**config.mk**
```make
export PLATFORM = sky130hd
export DESIGN_NAME = uart_rx_ctrl
export DESIGN_NICKNAME = d
export VERILOG_FILES = /design/src/rtl/uart_rx_ctrl.sv
export SDC_FILE = /design/constraint.sdc
export NUM_CORES = 1
export LEC_CHECK = 0
export CORE_MARGIN = 3
export CORE_UTILIZATION = 50
export DETAILED_ROUTE_END_ITERATION = 16
export PLACE_DENSITY = 0.75
export SYNTH_ARGS = -nofsm -noshare
export SYNTH_HDL_FRONTEND = slang
export SYNTH_SLANG_ARGS = --single-unit
```
**constraint.sdc**
```tcl
create_clock -name clk -period 2.3 [get_ports clk]
set_input_delay 0.46 -clock clk [delete_from_list [all_inputs] [get_ports clk]]
set_output_delay 0.46 -clock clk [all_outputs]
set_load 0.05 [all_outputs]
```
**src/rtl/uart_rx_ctrl.sv**
```systemverilog
// UART receive controller: oversampled 2-of-3 bit voting, start/data/parity/stop sequencing.
// Define UART_RX_ERR_CNT_EN to add the saturating err_cnt frame-error counter output.
module uart_rx_ctrl #(
  parameter int DATA_WIDTH = 8
) (
  input  logic                  clk,
  input  logic                  rst,
  input  logic                  RX_IN,
  input  logic [5:0]            Prescale,
  input  logic                  PAR_EN,
  input  logic                  par_err,
  output logic [DATA_WIDTH-1:0] P_DATA,
  output logic                  sampled_bit,
  output logic                  par_chk_en,
  output logic                  done_chk,
  output logic                  data_valid,
  output logic                  stp_err
`ifdef UART_RX_ERR_CNT_EN
  ,
  output logic [7:0]            err_cnt
`endif
);

  localparam int BCW = (DATA_WIDTH > 1) ? $clog2(DATA_WIDTH) : 1;
  localparam logic [BCW-1:0] LAST_BIT = BCW'(DATA_WIDTH - 1);

  typedef enum logic [2:0] {
    S_IDLE,
    S_START,
    S_DATA,
    S_PARITY,
    S_STOP
  } state_t;

  state_t                r_state;
  state_t                w_next;
  logic [5:0]            r_ps_q;
  logic                  r_par_en_q;
  logic [5:0]            r_edge_cnt;
  logic [BCW-1:0]        r_bit_cnt;
  logic [2:0]            r_samp;
  logic                  r_sampled_bit;
  logic [DATA_WIDTH-1:0] r_p_data;
  logic                  r_stp_err;

  logic [5:0] w_mid;
  logic       w_last;
  logic       w_vote;
  logic       w_stop_last;
  logic       w_frame_err;

  // Wrapping 6-bit compare keeps illegal Prescale values from stalling the counter.
  assign w_mid       = r_ps_q >> 1;
  assign w_last      = (r_edge_cnt == (r_ps_q - 6'd1));
  assign w_vote      = (r_samp[0] & r_samp[1]) | (r_samp[0] & r_samp[2]) | (r_samp[1] & r_samp[2]);
  assign w_stop_last = (r_state == S_STOP) && w_last;
  assign w_frame_err = ~r_sampled_bit | (r_par_en_q & par_err);

  assign P_DATA      = r_p_data;
  assign sampled_bit = r_sampled_bit;
  assign stp_err     = r_stp_err;

  // NOTE: sequential state uses non-blocking assignments so every register samples pre-edge values.
  always_ff @(posedge clk or negedge rst) begin
    if (!rst) r_state <= S_IDLE;
    else      r_state <= w_next;
  end

  // NOTE: every always_comb output gets a default first; a missed branch would otherwise infer a latch.
  always_comb begin
    w_next     = r_state;
    par_chk_en = 1'b0;
    done_chk   = 1'b0;
    data_valid = 1'b0;
    case (r_state)
      S_IDLE:   if (!RX_IN) w_next = S_START;
      S_START:  if (w_last) w_next = r_sampled_bit ? S_IDLE : S_DATA;
      S_DATA:   if (w_last && (r_bit_cnt == LAST_BIT)) w_next = r_par_en_q ? S_PARITY : S_STOP;
      S_PARITY: begin
        if (w_last) begin
          par_chk_en = 1'b1;
          w_next     = S_STOP;
        end
      end
      S_STOP: begin
        if (w_last) begin
          done_chk   = 1'b1;
          data_valid = ~w_frame_err;
          w_next     = S_IDLE;
        end
      end
      default:  w_next = S_IDLE;
    endcase
  end

  always_ff @(posedge clk or negedge rst) begin
    if (!rst) begin
      r_ps_q        <= '0;
      r_par_en_q    <= 1'b0;
      r_edge_cnt    <= '0;
      r_bit_cnt     <= '0;
      r_samp        <= '0;
      r_sampled_bit <= 1'b0;
      r_p_data      <= '0;
      r_stp_err     <= 1'b0;
    end else begin
      if (r_state == S_IDLE) begin
        // The start-detect cycle is edge 0 of the start bit.
        r_edge_cnt <= RX_IN ? 6'd0 : 6'd1;
        if (!RX_IN) begin
          r_ps_q     <= Prescale;
          r_par_en_q <= PAR_EN;
        end
      end else begin
        r_edge_cnt <= w_last ? 6'd0 : r_edge_cnt + 6'd1;
        if (r_edge_cnt == w_mid - 6'd1) r_samp[0] <= RX_IN;
        if (r_edge_cnt == w_mid)        r_samp[1] <= RX_IN;
        if (r_edge_cnt == w_mid + 6'd1) r_samp[2] <= RX_IN;
        if (r_edge_cnt == w_mid + 6'd2) r_sampled_bit <= w_vote;
      end

      if ((r_state == S_DATA) && w_last) begin
        r_p_data[r_bit_cnt] <= r_sampled_bit;
        r_bit_cnt           <= (r_bit_cnt == LAST_BIT) ? '0 : r_bit_cnt + 1'b1;
      end

      // A stop error persists until a genuine start bit is accepted, not just a glitch.
      if ((r_state == S_START) && w_last && !r_sampled_bit) r_stp_err <= 1'b0;
      if (w_stop_last) r_stp_err <= ~r_sampled_bit;
    end
  end

`ifdef UART_RX_ERR_CNT_EN
  logic [7:0] r_err_cnt;

  always_ff @(posedge clk or negedge rst) begin
    if (!rst)                                               r_err_cnt <= '0;
    else if (w_stop_last && w_frame_err && (r_err_cnt != 8'hFF)) r_err_cnt <= r_err_cnt + 8'd1;
  end

  assign err_cnt = r_err_cnt;
`endif

endmodule

```
=== Word level (Yosys, flattened, before mapping) ===
Index checks and enable logic that the tools add are counted.

* Register bits after elaboration: 32
* Output and inout bits: 13
* Logic and storage cells: 82

* $add $sub $neg: 6
* $lt $le $gt $ge: 2
* Eq/ne operators: 15
* Muxes and demuxes: 22
* Bitwise gates (word level): 11
* Reduce and logical (&&, ||, !) cells: 15

{| class="wikitable"
|+ Operator list
! cell !! number
|-
| 6-bit equality test || 4
|-
| 3-bit two-way mux || 7
|-
| 3-bit one-hot mux with 5 select lines || 1
|-
| 6-bit two-way mux || 2
|-
| 2-bit != test (second input constant) || 5
|-
| 2-bit AND reduction || 5
|-
| 1-bit two-way mux || 9
|-
| 8-bit bitwise mux || 1
|-
| 5-bit by 1-bit adder with 6-bit output (second input constant) || 1
|-
| 5-bit by 2-bit adder with 6-bit output (second input constant) || 1
|-
| 6-bit by 1-bit adder with 6-bit output (second input constant) || 1
|-
| 3-bit by 2-bit equality test with 1-bit output (second input constant) || 2
|-
| 3-bit equality test (second input constant) || 2
|-
| 6-bit by 5-bit equality test with 1-bit output || 1
|-
| 1-bit logical AND || 6
|-
| 5-bit by 1-bit subtractor with 6-bit output (second input constant) || 1
|-
| 6-bit by 1-bit subtractor with 6-bit output (second input constant) || 1
|-
| 5-bit AND reduction || 1
|-
| 1-bit bitwise AND || 4
|-
| 3-bit by 4-bit < comparator with 1-bit output (second input constant) || 1
|-
| 1-bit NOT || 4
|-
| 3-bit by 1-bit adder with 3-bit output (second input constant) || 1
|-
| 1-bit demux with 3-bit select || 1
|-
| 3-bit by 1-bit equality test with 1-bit output (second input constant) || 1
|-
| 6 further kinds || 8
|}

=== Depth between registers and ports, before layout ===
* Depth after elaboration: 6
* Mapped depth: 9

=== Worst setup path before layout ===
OpenSTA, ideal clock, no wires.

* Kind: reg-to-output
* Start point: reg r_ps_q[2]
* End point: out data_valid
* Arrival: 2.866 ns
* Data required time: 1.840 ns
* Setup slack: -1.026 ns
* Stages on the path, launching flop included: 9
* Buffers on the path: 1
* Cell sequence: dfrtp_1 -> inv_1 -> ha_1 -> a21boi_1 -> xnor2_1 -> or3_4 -> buf_6 -> nor3_2 -> and3_1

* Word-level cells in the longest chain between the ends: 4

{| class="wikitable"
|+ RTL lines
! what !! line !! RTL
|-
| start: declaration || 37 || <nowiki>logic [5:0] r_ps_q;</nowiki>
|-
| start signal: assignment || 111 || <nowiki>r_ps_q <= Prescale;</nowiki>
|-
| 6-bit by 1-bit subtractor with 6-bit output || 54 || <nowiki>assign w_last = (r_edge_cnt == (r_ps_q - 6'd1));</nowiki>
|-
| 6-bit equality test || 54 ||
|-
| 1-bit two-way mux || 86 || <nowiki>if (w_last) begin</nowiki>
|-
| 1-bit two-way mux || 75 || <nowiki>case (r_state)</nowiki>
|-
| end: declaration || 16 || <nowiki>output logic data_valid,</nowiki>
|}

No other way between the ends.

=== Worst setup path in the final report ===
* Start point: reg r_ps_q[1]
* End point: out data_valid

Same word-level chain as after synthesis.

==> impl_metrics.csv <==
group,metric,value,unit
status,run_status,"complete, but fails checks",
status,failed_checks,"setup timing",
global_routing,overflow,0,
timing,setup_slack,-239.1,ps
routing,drt-initial-drc-count,172,
clock_tree,cts_buffer_depth,2,
timing,rsz0062_at_grt,"yes",
routing,viasPerCell,5.659,
synth,synth_nets,250,
routing,drt_pass1_iterations,4,
setup_path,timing.rr.start,"r_ps_q[1]$_DFFE_PN0P_",
setup_path,cp_slowest_cell,"dfrtp_1",
hold_path,min_from,"P_DATA[2]$_DFFE_PN0P_",
routing,wl_per_cell,16.09,microns
setup_path,critPathKind,"register to primary output",
synth,synthDistinctLibCells,50,
finish,area_growth,38.96,%
power_and_ir_drop,ir_worst_vdd,985.6,uV
timing,holdWs,492.3,ps
routing,ant_nets,0,
timing,setup_viol,6,
setup_path,reg2reg_depth,9,
clock_tree,clk_pin_slew_worst_paths,70,ps
synth,async_reset_ff_share,100.0,%
finish,instances_no_fill,334,
synth,syn_inst,229,
synth,yosys.area.top_type,"dfrtp_1",
finish,n_antenna_cell,0,
setup_path,critical_path.startpoint_type,"register",
timing,period_needed,2539,ps
setup_path,cp_top_family,"simple AND/OR/NAND/NOR gates",
floorplan,rows,23,
clock_tree,clk_latency,280,ps
synth,syn_area,2216,sq um
placement,io_buffers,23,
setup_path,worst-path-max-fanout,4,
global_routing,antenna_found_initial,0,
placement,placed_cell_area,2729,sq um
clock_tree,clock-root-buffer,"clkbuf_8",
floorplan,start_util,53.47,%
finish,n_fill_cell,274,
synth,ys.flop_type,"dfrtp_1",
setup_path,cp_cell_sequence,"inv_4 -> ha_4 -> nand2b_4 -> and3_4 -> or3_4 -> nor3_4 -> and3_4 -> buf_12",
timing,timing.final.crit_share,110.4,%
global_routing,grt_pass1_vias,1776,
hold_path,hp-class,"register to register",
power_and_ir_drop,power_density,1443,nW/um^2
routing,met3_length,332,microns
synth,synth.area.top_cells,"dfrtp_1, xnor2_1, ha_1",
setup_path,cp_common_cell,"and3_4",
setup_path,cpPeakStageDelay,390,ps
floorplan,die-area,5266,sq um
floorplan,core,4144,sq um
timing,finalHoldViolCount,0,
finish,finalNetCount,304,
setup_path,critPathBufInv,2,
power_and_ir_drop,p_total,4.442,mW
synth,ys_seq_elements,32,
flow_run,maxCapViolations,0,
finish,final_cell_mix,"buf_4, dfrtp_1, nand2_1",
finish,mostFrequentLayoutCell,"buf_4",
routing,finalWirelength,5374,microns
clock_tree,cts_tree,"done",
clock_tree,cts.sinks,32,
hold_path,min_path_cells,1,
routing,wl_met2,2523,microns
placement,dp_hpwl,3840,microns
global_routing,grt_pass1_wl,8631,microns
synth,yosysTopAreaCellShare,36.14,%
timing,relSlewSlack,51.62,%
setup_path,r2r_end,"r_bit_cnt[1]$_DFFE_PN0P_",
setup_path,crit_required,1840,ps
hold_path,hold_end,"P_DATA[2]$_DFFE_PN0P_",
clock_tree,h-tree-depth,2,
floorplan,die_w,72.57,microns
power_and_ir_drop,p_leak,1.398,nW
synth,syn_area_per_cell,9.676,sq um
placement,post-place-ws,-56.06,ps
floorplan,ios,24,
routing,highest_layer,"met4",
global_routing,grt_max_degree,15,
routing,via_count,1890,
clock_tree,cts_made_buffers,5,
setup_path,end_kind,"primary output",
routing,drc,0,
routing,wl_met1,2426,microns
timing,fmax,0.3938,GHz
placement,dp.cells,317,
timing,clock_skew,8.786,ps
finish,drive_gt1_share,33.45,%
floorplan,die_y,72.57,microns
global_routing,grt_usage,21.39,%
setup_path,worstPathArrival,2080,ps
setup_path,reg2reg_slack,-130,ps
synth,synth_edf_count,0,
synth,ys_warn_count,0,
synth,seq_area_frac_synth,36.14,%
placement,gp_congestion,0.9450,
finish,final_area,3079,sq um
timing,report.final.slew_viol_count,0,
timing,worst_pin_slew,723.5,ps
synth_stat cells, types with 2 or more instances:
cell type,count
clkbuf_1,5
mux2_1,11
o21ai_0,5
and3_1,3
nor3_1,9
inv_1,7
nand2_1,32
mux2_2,4
o22ai_1,2
nor3_2,11
nor3b_1,4
a21oi_1,5
nor2_1,13
buf_6,5
buf_2,3
nor4_1,3
dfrtp_1,32
nand3_1,6
nand2b_1,4
xnor2_1,15
xor2_1,8
ha_1,10
nor2b_1,5
kinds of logic after synthesis:
group	Yosys count	share of synthesized area, %
adder cells (fa/ha/maj)	11	6.098
flip-flops	32	36.14
multiplexers	16	8.074
XOR/XNOR	25	10.90
buffers and inverters	21	5.590
AO/OA/AOI/OAI	24	7.285
AND/OR/NAND/NOR	100	25.92
report_power, final:
group | internal [mW] | total [mW] | switching, mW | leakage [nW]
clock network | 0.321 | 0.535 | 0.214 | 0.0552
registers | 0.720 | 0.880 | 0.160 | 0.416
logic | 1.44 | 3.03 | 1.58 | 0.927
flip-flops by register name, summed over array words and instances, names as in the netlist:
| signal | flops |
|---|---|
| stp_err | 1 |
| sampled_bit | 1 |
| r_ps_q | 6 |
| P_DATA | 8 |
| r_edge_cnt | 6 |
| r_bit_cnt | 3 |
| r_par_en_q | 1 |
| r_state | 3 |
| r_samp | 3 |
area by class of cell:
| cell class | count | area [sq um] | share of cell area (%) |
|---|---|---|---|
| clock buffers | 6 | 72.57 | 2.357 |
| multi-input cells | 176 | 1505 | 48.88 |
| repair buffers | 61 | 568.0 | 18.45 |
| clock inverters | 2 | 35.03 | 1.138 |
| flip-flops and latches | 32 | 802.0 | 26.05 |
| inverters | 7 | 33.78 | 1.097 |
| well taps | 50 | 62.56 | 2.032 |
worst reg2reg max path, delay by kind of cell (launching register included):
family | cells | cell delay (ps)
fa+ha+maj | 1 | 160
buf+inv | 3 | 340
flops | 1 | 390
mux | 1 | 340
simple gates | 4 | 1070
metal layers:
metal	vias to the layer above	track usage, %
li1	905	-
met1	892	30.69
met2	83	32.87
met3	10	3.444
met4	0	7.377
met5	-	0
what timing repair did:
item	4_1_cts	5_1_grt
pin swaps	4	10
gates resized for setup	12	25
hold buffers	0	0
setup endpoints to repair	7	16
buffers inserted	7	3
stage by stage:
| step | setup TNS (ps) | utilization, % |
|---|---|---|
| 6_report | -985.7 | 74.31 |
| 5_1_grt | -1464 | 74.31 |
| 4_1_cts | -1147 | 71.26 |
| 3_5_place_dp | -242.4 | 65.85 |
| 3_3_place_gp | -59.10 | 65.85 |
| 2_1_floorplan | -687.4 | - |
how the worst max path moves through the flow:
stage	from	to	slack, ps	depth (start not counted)
after floorplan	r_ps_q[1]$_DFFE_PN0P_	data_valid	-520	8
after CTS	r_ps_q[2]$_DFFE_PN0P_	data_valid	-280	8
after detailed placement	r_ps_q[2]$_DFFE_PN0P_	r_bit_cnt[1]$_DFFE_PN0P_	-60	8
final	r_ps_q[1]$_DFFE_PN0P_	data_valid	-240	8
after global routing	r_ps_q[2]$_DFFE_PN0P_	par_chk_en	-320	7
after global placement	r_ps_q[2]$_DFFE_PN0P_	r_samp[2]$_DFFE_PN0P_	-30	8
(Power assumes the default switching activity.)
